===== src/rtl/search_key_arbiter_pkg.sv =====
// Shared widths, FSM encodings and helpers for the search key arbiter.
package search_key_arbiter_pkg;
    localparam int KEY_W = 27;
    localparam int BV_W  = 36;

    typedef logic [KEY_W-1:0] key_t;
    typedef logic [BV_W-1:0]  bv_t;

    localparam logic [1:0] ST_RUN   = 2'd0;
    localparam logic [1:0] ST_DRAIN = 2'd1;
    localparam logic [1:0] ST_HOLD  = 2'd2;

    function automatic int clog2(input int value);
        int result;
        result = 0;
        while ((32'sd1 <<< result) < value) begin
            result = result + 1;
        end
        return result;
    endfunction
endpackage


===== src/rtl/search_key_arbiter_tag_fifo.sv =====
// Tag FIFO: remembers the issuing port of every in-flight key, oldest first.
module search_key_arbiter_tag_fifo
    import search_key_arbiter_pkg::*;
#(
    parameter int W     = 2,
    parameter int DEPTH = 8
) (
    input  logic         clk_i,
    input  logic         reset_i,
    input  logic         push_i,
    input  logic [W-1:0] push_data_i,
    input  logic         pop_i,
    output logic [W-1:0] head_o,
    output logic         empty_o,
    output logic         full_o
);
    localparam int AW = clog2(DEPTH);
    localparam int CW = AW + 1;

    logic [W-1:0]  mem_q [DEPTH];
    logic [AW-1:0] wr_ptr_q, wr_ptr_d;
    logic [AW-1:0] rd_ptr_q, rd_ptr_d;
    logic [CW-1:0] cnt_q, cnt_d;
    logic          do_push_s, do_pop_s;

    assign empty_o = (cnt_q == CW'(0));
    assign full_o  = (cnt_q == CW'(DEPTH));
    assign head_o  = mem_q[rd_ptr_q];

    // Pop reads the old head before a same-cycle push can overwrite that slot.
    always_comb begin
        do_pop_s  = pop_i && !empty_o;
        do_push_s = push_i && (!full_o || do_pop_s);
        if (do_push_s) wr_ptr_d = wr_ptr_q + AW'(1);
        else           wr_ptr_d = wr_ptr_q;
        if (do_pop_s)  rd_ptr_d = rd_ptr_q + AW'(1);
        else           rd_ptr_d = rd_ptr_q;
        case ({do_push_s, do_pop_s})
            2'b10:   cnt_d = cnt_q + CW'(1);
            2'b01:   cnt_d = cnt_q - CW'(1);
            default: cnt_d = cnt_q;
        endcase
    end

    // Pointer and occupancy registers.
    always_ff @(posedge clk_i) begin
        if (!reset_i) begin
            wr_ptr_q <= '0;
            rd_ptr_q <= '0;
            cnt_q    <= '0;
        end else begin
            wr_ptr_q <= wr_ptr_d;
            rd_ptr_q <= rd_ptr_d;
            cnt_q    <= cnt_d;
        end
    end

    // Tag storage; slot contents only matter once written.
    always_ff @(posedge clk_i) begin
        if (do_push_s) mem_q[wr_ptr_q] <= push_data_i;
    end
endmodule


===== src/rtl/search_key_arbiter.sv =====
// Round-robin key arbiter in front of search_engine, with in-order BV return
// and a drain/hold handshake that freezes lookups for localbus table access.
module search_key_arbiter
    import search_key_arbiter_pkg::*;
#(
    parameter int NPORT = 4,
    parameter int PW    = 2,
    parameter int DEPTH = 8
) (
    input  logic                   clk_i,
    input  logic                   reset_i,
    input  logic [NPORT-1:0]       req_valid_i,
    input  logic [NPORT*KEY_W-1:0] req_key_i,
    output logic [NPORT-1:0]       req_ready_o,
    output logic                   key_valid_o,
    output logic [KEY_W-1:0]       key_o,
    input  logic                   bv_valid_i,
    input  logic [BV_W-1:0]        bv_i,
    output logic                   rsp_valid_o,
    output logic [PW-1:0]          rsp_port_o,
    output logic [BV_W-1:0]        rsp_bv_o,
    input  logic                   cfg_req_i,
    output logic                   cfg_ack_o,
    output logic                   err_orphan_o
);
    localparam int CW = clog2(DEPTH) + 1;

    logic [1:0]       state_q, state_d;
    logic [PW-1:0]    rr_ptr_q, rr_ptr_d;
    logic [CW-1:0]    cnt_q, cnt_d;
    logic             key_valid_q, key_valid_d;
    key_t             key_q, key_d;
    logic             rsp_valid_q, rsp_valid_d;
    logic [PW-1:0]    rsp_port_q, rsp_port_d;
    bv_t              rsp_bv_q, rsp_bv_d;
    logic             cfg_ack_q, cfg_ack_d;
    logic             err_orphan_q, err_orphan_d;

    key_t             key_arr_s [NPORT];
    logic [PW-1:0]    cand_s, gnt_idx_s;
    logic             gnt_found_s, grant_en_s;
    logic [NPORT-1:0] req_ready_s;
    logic             accept_s, pop_s, orphan_s;
    logic [PW-1:0]    fifo_head_s;
    logic             fifo_empty_s, fifo_full_s;

    for (genvar g = 0; g < NPORT; g++) begin : g_key
        assign key_arr_s[g] = req_key_i[KEY_W*g +: KEY_W];
    end

    // A full tag FIFO is exactly cnt==DEPTH; its flag is registered, so a pop
    // in the full cycle reopens the grant only on the following cycle.
    assign grant_en_s = (state_q == ST_RUN) && !cfg_req_i && !fifo_full_s;

    // Circular first-valid search starting just after the last winner.
    always_comb begin
        cand_s      = '0;
        gnt_idx_s   = '0;
        gnt_found_s = 1'b0;
        for (int k = 1; k <= NPORT; k++) begin
            cand_s = PW'((int'(rr_ptr_q) + k) % NPORT);
            if (!gnt_found_s && req_valid_i[cand_s]) begin
                gnt_found_s = 1'b1;
                gnt_idx_s   = cand_s;
            end else begin
                gnt_found_s = gnt_found_s;
            end
        end
        req_ready_s = '0;
        if (grant_en_s && gnt_found_s) req_ready_s[gnt_idx_s] = 1'b1;
        else                           req_ready_s = '0;
    end

    // Issue, return, occupancy, orphan detection and the cfg handshake.
    always_comb begin
        accept_s    = |(req_valid_i & req_ready_s);
        pop_s       = bv_valid_i && !fifo_empty_s;
        orphan_s    = bv_valid_i && fifo_empty_s;
        key_valid_d = accept_s;
        rsp_valid_d = pop_s;
        if (accept_s) begin
            key_d    = key_arr_s[gnt_idx_s];
            rr_ptr_d = gnt_idx_s;
        end else begin
            key_d    = key_q;
            rr_ptr_d = rr_ptr_q;
        end
        if (pop_s) begin
            rsp_port_d = fifo_head_s;
            rsp_bv_d   = bv_i;
        end else begin
            rsp_port_d = rsp_port_q;
            rsp_bv_d   = rsp_bv_q;
        end
        case ({accept_s, pop_s})
            2'b10:   cnt_d = cnt_q + CW'(1);
            2'b01:   cnt_d = cnt_q - CW'(1);
            default: cnt_d = cnt_q;
        endcase
        if (orphan_s) err_orphan_d = 1'b1;
        else          err_orphan_d = err_orphan_q;
        case (state_q)
            ST_RUN: begin
                if (cfg_req_i) state_d = ST_DRAIN;
                else           state_d = ST_RUN;
            end
            ST_DRAIN: begin
                if (!cfg_req_i)                                    state_d = ST_RUN;
                else if ((cnt_q == CW'(0)) && !key_valid_q)        state_d = ST_HOLD;
                else                                               state_d = ST_DRAIN;
            end
            ST_HOLD: begin
                if (!cfg_req_i) state_d = ST_RUN;
                else            state_d = ST_HOLD;
            end
            default: state_d = ST_RUN;
        endcase
        cfg_ack_d = (state_d == ST_HOLD);
    end

    // Control and output registers.
    always_ff @(posedge clk_i) begin
        if (!reset_i) begin
            state_q      <= ST_RUN;
            rr_ptr_q     <= PW'(NPORT - 1);
            cnt_q        <= '0;
            key_valid_q  <= 1'b0;
            key_q        <= '0;
            rsp_valid_q  <= 1'b0;
            rsp_port_q   <= '0;
            rsp_bv_q     <= '0;
            cfg_ack_q    <= 1'b0;
            err_orphan_q <= 1'b0;
        end else begin
            state_q      <= state_d;
            rr_ptr_q     <= rr_ptr_d;
            cnt_q        <= cnt_d;
            key_valid_q  <= key_valid_d;
            key_q        <= key_d;
            rsp_valid_q  <= rsp_valid_d;
            rsp_port_q   <= rsp_port_d;
            rsp_bv_q     <= rsp_bv_d;
            cfg_ack_q    <= cfg_ack_d;
            err_orphan_q <= err_orphan_d;
        end
    end

    search_key_arbiter_tag_fifo #(
        .W     (PW),
        .DEPTH (DEPTH)
    ) u_tag_fifo (
        .clk_i       (clk_i),
        .reset_i     (reset_i),
        .push_i      (accept_s),
        .push_data_i (gnt_idx_s),
        .pop_i       (pop_s),
        .head_o      (fifo_head_s),
        .empty_o     (fifo_empty_s),
        .full_o      (fifo_full_s)
    );

    assign req_ready_o  = req_ready_s;
    assign key_valid_o  = key_valid_q;
    assign key_o        = key_q;
    assign rsp_valid_o  = rsp_valid_q;
    assign rsp_port_o   = rsp_port_q;
    assign rsp_bv_o     = rsp_bv_q;
    assign cfg_ack_o    = cfg_ack_q;
    assign err_orphan_o = err_orphan_q;
endmodule


===== config.mk =====
export PLATFORM = sky130hd
export DESIGN_NAME = search_key_arbiter
export DESIGN_NICKNAME = d
export VERILOG_FILES = /design/src/rtl/search_key_arbiter_pkg.sv /design/src/rtl/search_key_arbiter_tag_fifo.sv /design/src/rtl/search_key_arbiter.sv
export SDC_FILE = /design/constraint.sdc
export NUM_CORES = 1
export LEC_CHECK = 0
export BUFFER_PORTS_ARGS = -buffer_cell sky130_fd_sc_hd__buf_2
export CAP_MARGIN = 25
export CORE_AREA = 8 8 113 115
export DETAILED_ROUTE_END_ITERATION = 16
export DIE_AREA = 0 0 121 123
export PLACE_DENSITY = 0.79
export SLEW_MARGIN = 5
export SYNTH_ARGS = -nofsm -noshare
export SYNTH_HDL_FRONTEND = slang
export SYNTH_SLANG_ARGS = --single-unit

===== constraint.sdc =====
create_clock -name clk_i -period 3.1 [get_ports clk_i]
set_input_delay 0.465 -clock clk_i [delete_from_list [all_inputs] [get_ports clk_i]]
set_output_delay 0.465 -clock clk_i [all_outputs]
set_load 0.05 [all_outputs]

### After elaboration in Yosys (flattened, before gate mapping)

Memories as Yosys holds them, arrays and structs flattened. A register that Yosys moved wholly into a read port is not among the register bits.
Cells that the tools add are included.

| storage, ports and cells | value |
|---|---|
| register bits after elaboration | 85 |
| bits in writable memories | 16 |
| input port bits | 152 |
| output and inout port bits | 73 |
| logic and storage cells | 98 |
| memories | 1 |

| operators by class | value |
|---|---|
| add/sub/neg operators | 10 |
| magnitude comparators | 7 |
| eq/ne operators | 8 |
| muxes and demuxes | 31 |
| bitwise gates (word level) | 2 |
| reductions and logical operators | 27 |

Memories:

| memory | depth | bits a word | rd ports | clocked after Yosys merged registers in | wr ports | line | RTL |
|---|---|---|---|---|---|---|---|
| u_tag_fifo.mem_q | 8 | 2 | 1 | 1 | 1 | search_key_arbiter_tag_fifo.sv:20 | `logic [W-1:0] mem_q [DEPTH];` |

Operators by type and width:

| cell | count |
|---|---|
| $bmux W27 S2 | 1 |
| $mux W27 | 2 |
| $pmux W4 S2 | 2 |
| $lt A2 B3 Y1 const B | 5 |
| $mux W2 | 7 |
| $logic_and A1 B1 Y1 | 12 |
| $mux W1 | 12 |
| $add A4 B1 Y4 const B | 2 |
| $bmux W1 S2 | 4 |
| $eq A2 B2 Y1 const B | 4 |
| $logic_not A1 Y1 | 8 |
| $logic_not A4 Y1 | 2 |
| $sub A4 B1 Y4 const B | 2 |
| $add A3 B1 Y3 const B | 2 |
| $eq A2 B1 Y1 const B | 3 |
| $pmux W2 S3 | 1 |
| $add A2 B1 Y2 const B | 2 |
| $add A2 B2 Y2 const B | 2 |
| $and A4 B4 Y4 | 1 |
| $eq A4 B4 Y1 const B | 1 |
| $mux W4 | 1 |
| $reduce_bool A2 Y1 | 2 |
| $reduce_or A4 Y1 | 1 |
| $ge A3 B3 Y1 const B | 1 |
| 5 further kinds | 5 |

### Depth between registers and ports, before layout

| depth | value |
|---|---|
| word-level depth | 23 |
| depth in mapped cells | 12 |
| depth with buffers taken out | 10 |

### Modules after synthesis

Synthesis repeated with hierarchy kept, for this count alone.

| unflattened totals | value |
|---|---|
| cell total of the unflattened synthesis | 545 |
| area, all modules | 5099.9 um^2 |

Modules (own cells, without submodules):

| module | instances | cells an instance | area each (um^2) | sequential area each (um^2) |
|---|---|---|---|---|
| search_key_arbiter | 1 | 440 | 3756.1 | 1541.5 |
| search_key_arbiter_tag_fifo | 1 | 105 | 1343.8 | 740.7 |

### Least setup slack after synthesis

OpenSTA, ideal clock, no wires.

| timing | value |
|---|---|
| path type | input -> register |
| from | input port cfg_req_i |
| to | register cnt_q[3] |
| library setup time | 0.076 ns |
| arrival | 2.661 ns |
| data required time | 3.024 ns |
| path slack | 0.364 ns |
| stages on the path | 11 |
| buffers on the path | 1 |
| cells stage by stage | or3_1 -> a221oi_2 -> inv_2 -> buf_2 -> ha_1 -> ha_1 -> a21o_1 -> a21oi_1 -> xnor2_1 -> or3_1 -> a21boi_0 |

| on the way | value |
|---|---|
| longest elaborated chain between the ends | 9 |
| elaborated cells on any way between the ends | 11 |
| those cells by class | eq/ne (2); mux (2); bitwise (1); reduce/logical (6) |

Ends and longest elaborated chain:

| what | line | RTL |
|---|---|---|
| start: declaration | search_key_arbiter.sv:22 | `input logic cfg_req_i,` |
| $logic_not A1 Y1 * | n/a |  |
| $logic_and A1 B1 Y1 * (2 in a row) | search_key_arbiter.sv:53 | `assign grant_en_s = (state_q == ST_RUN) && !cfg_req_i && !fifo_full_s;` |
| $logic_and A1 B1 Y1 * | search_key_arbiter.sv:70 | `if (grant_en_s && gnt_found_s) req_ready_s[gnt_idx_s] = 1'b1;` |
| $mux W4 * | search_key_arbiter.sv:70 |  |
| $and A4 B4 Y4 * | search_key_arbiter.sv:76 | `accept_s = \|(req_valid_i & req_ready_s);` |
| $reduce_or A4 Y1 * | search_key_arbiter.sv:76 |  |
| $eq A2 B1 Y1 or $eq A2 B2 Y1 (tied branches) | search_key_arbiter.sv:95 | `case ({accept_s, pop_s})` |
| $pmux W4 S2 or $reduce_bool A2 Y1 (tied branches) | n/a |  |
| end signal: assignment | search_key_arbiter.sv:137 | `cnt_q <= cnt_d;` |
| end: declaration | search_key_arbiter.sv:30 | `logic [CW-1:0] cnt_q, cnt_d;` |

Mark *: on every way between the ends. The rest lies on a longest branch, timed or not.
A chain may end at the register's enable or synchronous reset.

### Worst setup path after layout

| timing | value |
|---|---|
| from | register state_q[1] |
| to | output port req_ready_o[3] |

| on the way | value |
|---|---|
| longest elaborated chain between the ends | 5 |

Ends and longest elaborated chain:

| what | line | RTL |
|---|---|---|
| start: declaration | search_key_arbiter.sv:28 | `logic [1:0] state_q, state_d;` |
| start signal: assignment | search_key_arbiter.sv:135 | `state_q <= state_d;` |
| $logic_not A2 Y1 | search_key_arbiter.sv:53 |  |
| $logic_and A1 B1 Y1 (2 in a row) | search_key_arbiter.sv:53 |  |
| $logic_and A1 B1 Y1 | search_key_arbiter.sv:70 |  |
| $mux W4 | search_key_arbiter.sv:70 |  |
| end: declaration | search_key_arbiter.sv:14 | `output logic [NPORT-1:0] req_ready_o,` |

No other way between the ends.

==> flow_summary_export.csv <==
group,metric,value,unit
outcome,status,"completed",
clocking,clk_pin_slew_worst_paths,70,ps
logic_synthesis,yosysUniqueCellTypes,52,
floorplanning,rows,39,
logic_synthesis,async_flop_share,0,
timing,tightest_slew,554,ps
finish,drive_gt1_frac,0.395,
job,maxCapViolations,0,
logic_synthesis,netlist_area,5100,sq um
grt,overflow,0,
clocking,cts-root-buf,"clkbuf_16",
grt,grt_pass1_wl,23.3,mm
logic_synthesis,synth_fp_nets,717,
clocking,ctsHtreeMaxLevel,3,
logic_synthesis,synth_cells,555,
worst_setup_path,crit_type,"reg -> out",
placement,dp.cells,888,
placement,place_congestion,0.837,
logic_synthesis,synth_top_flop_cell,"dfxtp_1",
clocking,cts_made_buffers,9,
detailed_routing,drtPass1Iterations,4,
logic_synthesis,ys_warn_count,0,
timing,setup_viol,0,
timing,min_period,2780,ps
finish,final_cells,906,
logic_synthesis,seq_area_frac_synth,0.436,
clocking,cts.path.max_buffers,2,
worst_setup_path,startpoint_type,"flop",
worst_setup_path,crit_arrival,2320,ps
grt,grt_max_degree,55,
floorplanning,die_width,121,microns
timing,fin_skew,6.00,ps
power_and_ir_drop,vdd_drop_max,0.000386,V
grt,grt_usage,0.190,
finish,syn2layout_area_growth,29.4,%
clocking,tritoncts,"built",
detailed_routing,postRouteAntennaNets,0,
floorplanning,chipHeight,123,microns
clocking,cts.sinks,103,
grt,grt_pass1_vias,5028,
worst_setup_path,worstSetupEndpointType,"output pin",
logic_synthesis,synth-edff-count,16,
timing,hold_violations,0,
detailed_routing,wl_per_cell,15.9,microns
placement,dp_hpwl,11.1,mm
timing,rsz0062_at_grt,"no",
worst_setup_path,worst-path-max-fanout,34,
power_and_ir_drop,pwr_density_cell,816,nW/um^2
power_and_ir_drop,p_total,5.38,mW
grt,antenna_found_initial,0,
timing,min_period_over_period,0.897,
floorplanning,core-area,11100,sq um
placement,portBuffers,224,
hold_path,hold_class,"in -> reg",
floorplanning,num_io_pins,225,
worst_setup_path,required,2630,ps
timing,drv_slew,0,
detailed_routing,viasPerCell,5.26,
logic_synthesis,synth_seq_cells,103,
floorplanning,start_util,0.460,
detailed_routing,drtIter0Drc,294,
timing,slew_headroom,0.630,
timing,timing.fmax,0.360,GHz
logic_synthesis,postSynthAreaPerCell,9.19,sq um
detailed_routing,drc_errors,0,
finish,fillers,933,
clocking,cts_resized,0,
clocking,hold_buffers,0,
finish,fin_nets,919,
power_and_ir_drop,p_leak,2.87,nW
clocking,worst_skew_pair.late_latency,330,ps
timing,tns,0,ps
detailed_routing,via_count,4766,
detailed_routing,routed_wl,14.4,mm
clocking,postCtsSetupBuffers,0,
floorplanning,die_area,14900,sq um
==> logic make-up after synthesis <==
| kind of cell | after synthesis | share of synthesized area |
|---|---|---|
| simple gates | 221 | 0.208 |
| buf+inv | 56 | 0.0591 |
| flops | 103 | 0.436 |
| xor+xnor | 10 | 0.0172 |
| compound gates | 148 | 0.229 |
| fa+ha+maj | 10 | 0.0275 |
| mux | 7 | 0.0238 |
==> registers in the layout, summed over array words and instances, names as in the netlist, 2 cells and up <==
name	cells
key_o	27
rsp_bv_o	36
u_tag_fifo.mem_q	16
u_tag_fifo.wr_ptr_q	3
cnt_q	4
state_q	2
u_tag_fifo.rd_ptr_q	3
rr_ptr_q	2
u_tag_fifo.cnt_q	4
rsp_port_o	2
==> power breakdown <==
part           internal (mW)  total, mW  switching [mW]
sequential              1.65       1.85           0.199
clock                  0.661       1.13           0.474
combinational          0.744       2.40            1.65
==> Yosys cell counts, types with 5 or more instances <==
cell,n,area (sq um)
ha_1,8,100
a21boi_0,41,308
o21ai_0,15,75.1
nand3_1,28,140
nor2_1,10,37.5
dfxtp_1,87,1740
nand2_1,118,443
and2_1,13,81.3
edfxtp_1,16,480
or2_2,10,62.6
xnor2_1,7,61.3
buf_2,17,85.1
or2_0,5,31.3
buf_4,6,45.0
clkbuf_1,19,71.3
o21ai_1,22,110
inv_1,8,30.0
a31oi_1,27,169
a221oi_1,5,43.8
a221oi_2,23,345
or2_1,12,75.1
==> final timing paths <==
kind	slack, ps	from	endpoint	cells past startpoint
setup / recovery	320	state_q[1]	req_ready_o[3]	5
setup reg to reg	430	u_tag_fifo.cnt_q[3]	u_tag_fifo.cnt_q[3]	10
hold reg to reg	460	rsp_bv_o[35]	rsp_bv_o[35]	2
hold / removal	380	bv_i[4]	rsp_bv_o[4]	3
==> worst max-delay path, stage by stage (launching register included) <==
cell and delay, ps:
dfxtp_1 330, or3_1 420, a221oi_4 310, buf_4 410
and3_2 260, buf_2 260
==> placed cells by master (no fill, tap or decap), types with 5 or more instances in the layout <==
cell       synthesis  layout
o21ai_1           22      22
clkbuf_16          0      10
buf_2             17     224
ha_1               8       8
or2_2             10      10
xnor2_1            7       7
or2_1             12      12
nand3_1           28      28
buf_4              6      11
o21ai_0           15      15
dfxtp_1           87      87
nor2_1            10      10
a31oi_1           27      27
inv_1              8       8
and2_1            13      13
edfxtp_1          16      16
or2_0              5       5
a221oi_2          23      22
a21boi_0          41      41
nand2_1          118     118
a221oi_1           5       5
==> metrics by stage <==
stage / worst slack (ps) / hold slack (ps) / utilization / instance area, sq um
6_report: 320 / 375 / 0.596 / 6600
5_1_grt: 172 / 372 / 0.595 / 6600
4_1_cts: 297 / 363 / 0.594 / 6580
3_5_place_dp: 249 / 457 / 0.566 / 6270
3_3_place_gp: 349 / 431 / 0.566 / 6270
2_1_floorplan: 364 / 422 / - / 5100
==> area by class of cell <==
class	instances	area, sq um	share of cell area
clock buffer	13	292	0.0442
timing repair buffer	237	1240	0.188
clock inverter	3	22.5	0.00341
tap	143	179	0.0271
antenna	1	2.50	0.000379
sequential	103	2220	0.337
inverter	10	37.5	0.00569
multi-input combinational	396	2600	0.395
==> per-layer routing <==
layer	GRT usage	up-vias	wire [microns]
met3	0.0685	30	1370
li1	-	2363	-
met1	0.217	2175	5750
met4	0.0906	0	376
met2	0.313	198	6890
met5	0	-	0
Power figures use the tool's default switching activity.
